<file path="src/rtl/iter_divider.sv">
// Multi-cycle restoring divider for DIV/DIVU: one quotient bit per cycle,
// sign fixup applied when the result is registered into the response.
module iter_divider #(
    parameter int p_nbits = 32
) (
    input  logic               clk,
    input  logic               resetn,
    input  logic               flush,
    input  logic               req_val,
    output logic               req_rdy,
    input  logic               req_signed,
    input  logic [p_nbits-1:0] req_dividend,
    input  logic [p_nbits-1:0] req_divisor,
    output logic               resp_val,
    input  logic               resp_rdy,
    output logic [p_nbits-1:0] resp_quotient,
    output logic [p_nbits-1:0] resp_remainder,
    output logic               busy
);
    localparam int CW = $clog2(p_nbits);

    typedef enum logic [1:0] {IDLE, CALC, DONE} state_t;

    state_t             r_state, w_next;
    logic [CW-1:0]      r_cnt;
    logic [p_nbits-1:0] r_rem, r_quo, r_dvs, r_q_out, r_r_out;
    logic               r_qneg, r_rneg;

    logic               w_accept, w_last;
    logic               w_dd_neg, w_dv_neg;
    logic [p_nbits-1:0] w_dd_mag, w_dv_mag;
    logic [p_nbits:0]   w_rem_sh;
    logic [p_nbits+1:0] w_diff;
    logic               w_borrow;
    logic [p_nbits-1:0] w_rem_nx, w_quo_nx;

    assign w_accept = (r_state == IDLE) && req_val && !flush;
    assign w_last   = (r_state == CALC) && (r_cnt == '0) && !flush;

    // Magnitudes wrap in unsigned arithmetic, so |MIN| comes out exact.
    assign w_dd_neg = req_signed & req_dividend[p_nbits-1];
    assign w_dv_neg = req_signed & req_divisor[p_nbits-1];
    assign w_dd_mag = w_dd_neg ? -req_dividend : req_dividend;
    assign w_dv_mag = w_dv_neg ? -req_divisor  : req_divisor;

    assign w_rem_sh = {r_rem, r_quo[p_nbits-1]};
    assign w_diff   = {1'b0, w_rem_sh} - {2'b00, r_dvs};
    // A successful trial is always below 2^p_nbits, so either top bit set means borrow.
    assign w_borrow = |w_diff[p_nbits+1:p_nbits];
    assign w_rem_nx = w_borrow ? w_rem_sh[p_nbits-1:0] : w_diff[p_nbits-1:0];
    assign w_quo_nx = {r_quo[p_nbits-2:0], ~w_borrow};

    always_comb begin
        w_next = r_state;
        case (r_state)
            IDLE:    if (w_accept) w_next = CALC;
            CALC:    if (flush) w_next = IDLE;
                     else if (r_cnt == '0) w_next = DONE;
            DONE:    if (flush || resp_rdy) w_next = IDLE;
            default: w_next = IDLE;
        endcase
    end

    always_ff @(posedge clk or negedge resetn) begin
        if (!resetn) begin
            r_state <= IDLE;
            r_cnt   <= '0;
            r_rem   <= '0;
            r_quo   <= '0;
            r_dvs   <= '0;
            r_qneg  <= 1'b0;
            r_rneg  <= 1'b0;
            r_q_out <= '0;
            r_r_out <= '0;
        end else begin
            r_state <= w_next;
            if (w_accept) begin
                r_quo  <= w_dd_mag;
                r_dvs  <= w_dv_mag;
                r_rem  <= '0;
                r_cnt  <= CW'(p_nbits - 1);
                r_qneg <= w_dd_neg ^ w_dv_neg;
                r_rneg <= w_dd_neg;
            end else if (r_state == CALC) begin
                r_rem <= w_rem_nx;
                r_quo <= w_quo_nx;
                r_cnt <= r_cnt - 1'b1;
            end
            if (w_last) begin
                r_q_out <= r_qneg ? -w_quo_nx : w_quo_nx;
                r_r_out <= r_rneg ? -w_rem_nx : w_rem_nx;
            end
        end
    end

    assign req_rdy        = (r_state == IDLE) && resetn;
    assign resp_val       = (r_state == DONE);
    assign busy           = (r_state != IDLE);
    assign resp_quotient  = r_q_out;
    assign resp_remainder = r_r_out;

endmodule

</file>
<file path="config.mk">
export PLATFORM = sky130hd
export DESIGN_NAME = iter_divider
export DESIGN_NICKNAME = d
export VERILOG_FILES = /design/src/rtl/iter_divider.sv
export SDC_FILE = /design/constraint.sdc
export NUM_CORES = 1
export LEC_CHECK = 0
export ABC_AREA = 0
export BUFFER_PORTS_ARGS = -buffer_cell sky130_fd_sc_hd__buf_2
export CORE_MARGIN = 2
export CORE_UTILIZATION = 29
export CTS_CLUSTER_DIAMETER = 40
export CTS_CLUSTER_SIZE = 8
export DETAILED_ROUTE_END_ITERATION = 6
export PLACE_DENSITY_LB_ADDON = 0.05
export SETUP_SLACK_MARGIN = 0.4
export SYNTH_ARGS = -nofsm -noshare
export SYNTH_HDL_FRONTEND = slang
export SYNTH_SLANG_ARGS = --single-unit
</file>
<file path="constraint.sdc">
create_clock -name clk -period 4.9 [get_ports clk]
set_input_delay 0.98 -clock clk [delete_from_list [all_inputs] [get_ports clk]]
set_output_delay 0.98 -clock clk [all_outputs]
set_load 0.005 [all_outputs]
</file>
==> results.md <==
- Clk Latency, worst-skew pair: about 0.49 ns
- Worst Setup Path Type: register to register
- Sequential power share: 0.216
- Layout cell share with drive strength beyond 1: 0.2097
- Clock network fraction of total power: 0.160
- Post-synth EDFFs: 0
- DRT iter0 DRCs: 844
- Total grt overflow: 0
- Most common cell in the netlist: o21ai_0
- Initial antenna violation count: 0
- Critical Path Stages: 21
- Switching share of power: 0.4811
- Fin. max-slew vios: 0
- Cell-internal power: 4552 uW
- Post-synth top area cell: dfrtp_1
- Critical path, cell by cell: ha_4, nor2b_4, o2111ai_4, a211o_1, a211o_1, a2111oi_4, buf_4, o221ai_4, nand2_4, nand2_2, o21ai_2, ha_2, nand2_1, or4_4, nand2b_4, a2111o_1, a222oi_1, buf_4, a41oi_2, xnor2_1, o21ai_1
- H-tree depth: 4
- Least-Margin Pin Slew: 1.108 ns
- Clk buf depth: 2
- Placer Congestion: 0.8745
- Core ar.: 42230 sq um
- Io pins: between 100 and 150
- Rel. slew slack: 0.2572
- NetSw: 4219 uW
- CP endpoint kind: register
- Synth top area share: 0.3392
- Syn Inst Count: 1530
- Die Height: around 210 um
- Synth Area per Inst: 8.148 sq um
- Count of final setup violators: 0
- MaxCap Viol Count: 0
- Slowest cell on the critical path: or4_4
- Post-synth top flop: dfrtp_1
- Hold Crit Class: register to register
- Final hold vios: 0
- Async SR Flop Fraction: 1.000
- Leakage: around 0.0066 uW
- Post-synthesis sequential element count: 169
- Pwr Density: 571.7 nW/um^2
- Worst Hold Path Cells: 2
- Clock transition at path regs: ~0.070 ns
- Achievable Freq: ~210 MHz
- Global-route wire length before repair: 71450 um
- Yosys warns: 0
- CP required: 5.24 ns
- Antenna fix cells: 0
- Final worst-path cycle share: 0.9822
- Worst setup SP type: register
- Synth area leaders: dfrtp_1 34%, o21ai_0 7.9%, nand2_1 5.6%
- Synth cell types: 80
- Reg2Reg Depth: 21
- CTS tree: yes
- Top cells by count, synth: 197 x o21ai_0, 185 x nand2_1, 169 x dfrtp_1, 92 x nor2_1, 82 x a21oi_1
- Worst Skew: 0.01271 ns
- Die X: 211.3 um
- GRT Total Usage: 0.2126
- CTS hold repair buffers: 0
- Largest net degree at the start of global routing: 107
- Hpwl dp: 35680 um
- FF-to-FF setup slack: 0.09 ns
- Crit path max-delay family: compound AO/OA/AOI/OAI gates
- Avg WL per Cell: 20.47 um
- Clock sinks: 169
- Post-Route WL: 46570 um
- RSZ-0062 raised after global routing: true
- CP Data Arrival Time: 5.16 ns
- Via density: ~5.3
- Status: finished, final reports clean
- Vias in the first global route: 11630
- Combinational share of power: 0.624
- Via Count: 12120
- WP buf/inv: 2
- Setup TNS: 0 ns
- Initial core utilization: 0.2952
- Minimum clock period: 4.813 ns
- Area grow syn2layout: 23.05%
- IO Port Bufs: 136
- Pwr Total: 8771 uW
- Row count: 75
- Clk root buf: clkbuf_16
- Max VDD drop: 0.2605 mV
- DIE AREA: 44660 sq um
- Cell Area, Synth: 12470 sq um
- Antenna viol nets, final: 0
- Syn Nets: 1639
- Fin nets: 1832
- Drt pass-1 iters: 5
- Worst-path fanout max: 4
- Cts bufs inserted: 17
- Sequential-to-total area share from yosys stat: 0.3392
- Residual DRC: 0
- Max incr delay on CP: 0.44 ns
[registers in the layout, indices dropped and copies added (netlist names)]
register        count
r_rem              32
r_qneg              1
r_rneg              1
r_state             2
r_dvs              32
resp_quotient      32
r_cnt               5
r_quo              32
resp_remainder     32
[power groups by stage]
stage	Clock (uW)	Combinational, uW	Sequential [uW]
floorplan	0	3290	1860
global placement	0	5210	1900
detailed placement	0	5180	1910
CTS	1460	5340	1890
global route	1510	5980	1930
finish	1400	5480	1890
[worst paths after layout]
check                                 start                  to
setup / recovery                   r_rem[0]  resp_remainder[30]
hold / removal             resp_quotient[3]    resp_quotient[3]
setup reg to reg                   r_rem[0]  resp_remainder[30]
hold reg to reg            resp_quotient[3]    resp_quotient[3]
max in group asynchronous            resetn   resp_quotient[21]
min in group asynchronous            resetn           r_rem[29]
[worst reg2reg max path: stages (launching register included)]
cell,delay (ns)
dfrtp_1,0.41
ha_4,0.27
nor2b_4,0.17
o2111ai_4,0.13
a211o_1,0.38
a211o_1,0.33
a2111oi_4,0.34
buf_4,0.18
o221ai_4,0.12
nand2_4,0.12
nand2_2,0.06
o21ai_2,0.07
ha_2,0.20
nand2_1,0.05
or4_4,0.44
nand2b_4,0.17
a2111o_1,0.40
a222oi_1,0.26
buf_4,0.20
a41oi_2,0.12
xnor2_1,0.18
o21ai_1,0.07
[layer usage]
metal / vias to the layer above / wire, um / track usage / part of all wire
met2: 248 / 20610 / 0.3210 / 0.44
met4: 0 / 1050 / 0.07431 / 0.023
met5: - / 0 / 0 / 0
met3: 45 / 1712 / 0.03456 / 0.037
li1: 5977 / - / - / -
met1: 5845 / 23200 / 0.3061 / 0.50
[logic make-up after synthesis]
kind of cell	Yosys count	synth area share
buffers and inverters	147	0.04717
AND/OR/NAND/NOR	518	0.2029
adder cells (fa/ha/maj)	39	0.03974
AO/OA/AOI/OAI	493	0.2521
XOR/XNOR	135	0.09484
flip-flops	169	0.3392
multiplexers	29	0.02399
[placed cells by master, fill, tap and decap left out, types with 15 or more instances in the layout]
master	n
mux2i_1	22
nor4_1	31
buf_2	135
ha_1	30
a21o_1	17
dfrtp_1	169
or3_1	17
o31ai_1	23
inv_1	57
nand3_1	64
nand2_1	183
o21ai_0	193
a21oi_1	78
xor2_1	73
buf_4	123
xnor2_1	59
o21ai_1	23
nor2_1	91
o41ai_1	15
clkbuf_16	17
or4_1	17
a22oi_1	35
nor3_1	23
[stage by stage]
| stage | hold slack, ns | setup WS, ns | std cells | instance area, sq um | util |
|---|---|---|---|---|---|
| after floorplan | 0.4498 | -0.1224 | 1530 | 12520 | - |
| after detailed placement | 0.4664 | -0.08670 | 2229 | 14380 | 0.3406 |
| final | 0.4739 | 0.08708 | 2275 | 15340 | 0.3633 |
| after CTS | 0.4828 | 0.1122 | 2269 | 15170 | 0.3593 |
| after global placement | 0.4589 | -0.03846 | 2229 | 14380 | 0.3406 |
| after global routing | 0.4972 | -0.1920 | 2275 | 15340 | 0.3633 |
[final cells by class]
type,instances,area [sq um]
clock buffers,24,501.7
clock inverters,8,85.08
fillers,4503,26890
inverters,59,226.5
multi-input cells,1214,7969
flip-flops and latches,169,4229
well taps,539,674.4
repair buffers,262,1655
[timing repair]
| item | CTS | global route |
|---|---|---|
| resized for setup | 25 | 20 |
| setup endpoints to repair | 14 | 27 |
| hold endpoints to repair | 0 | 0 |
| pin swaps | 13 | 13 |
| setup buffers | 8 | 6 |
Note: power is estimated with default switching activity, not from simulation.
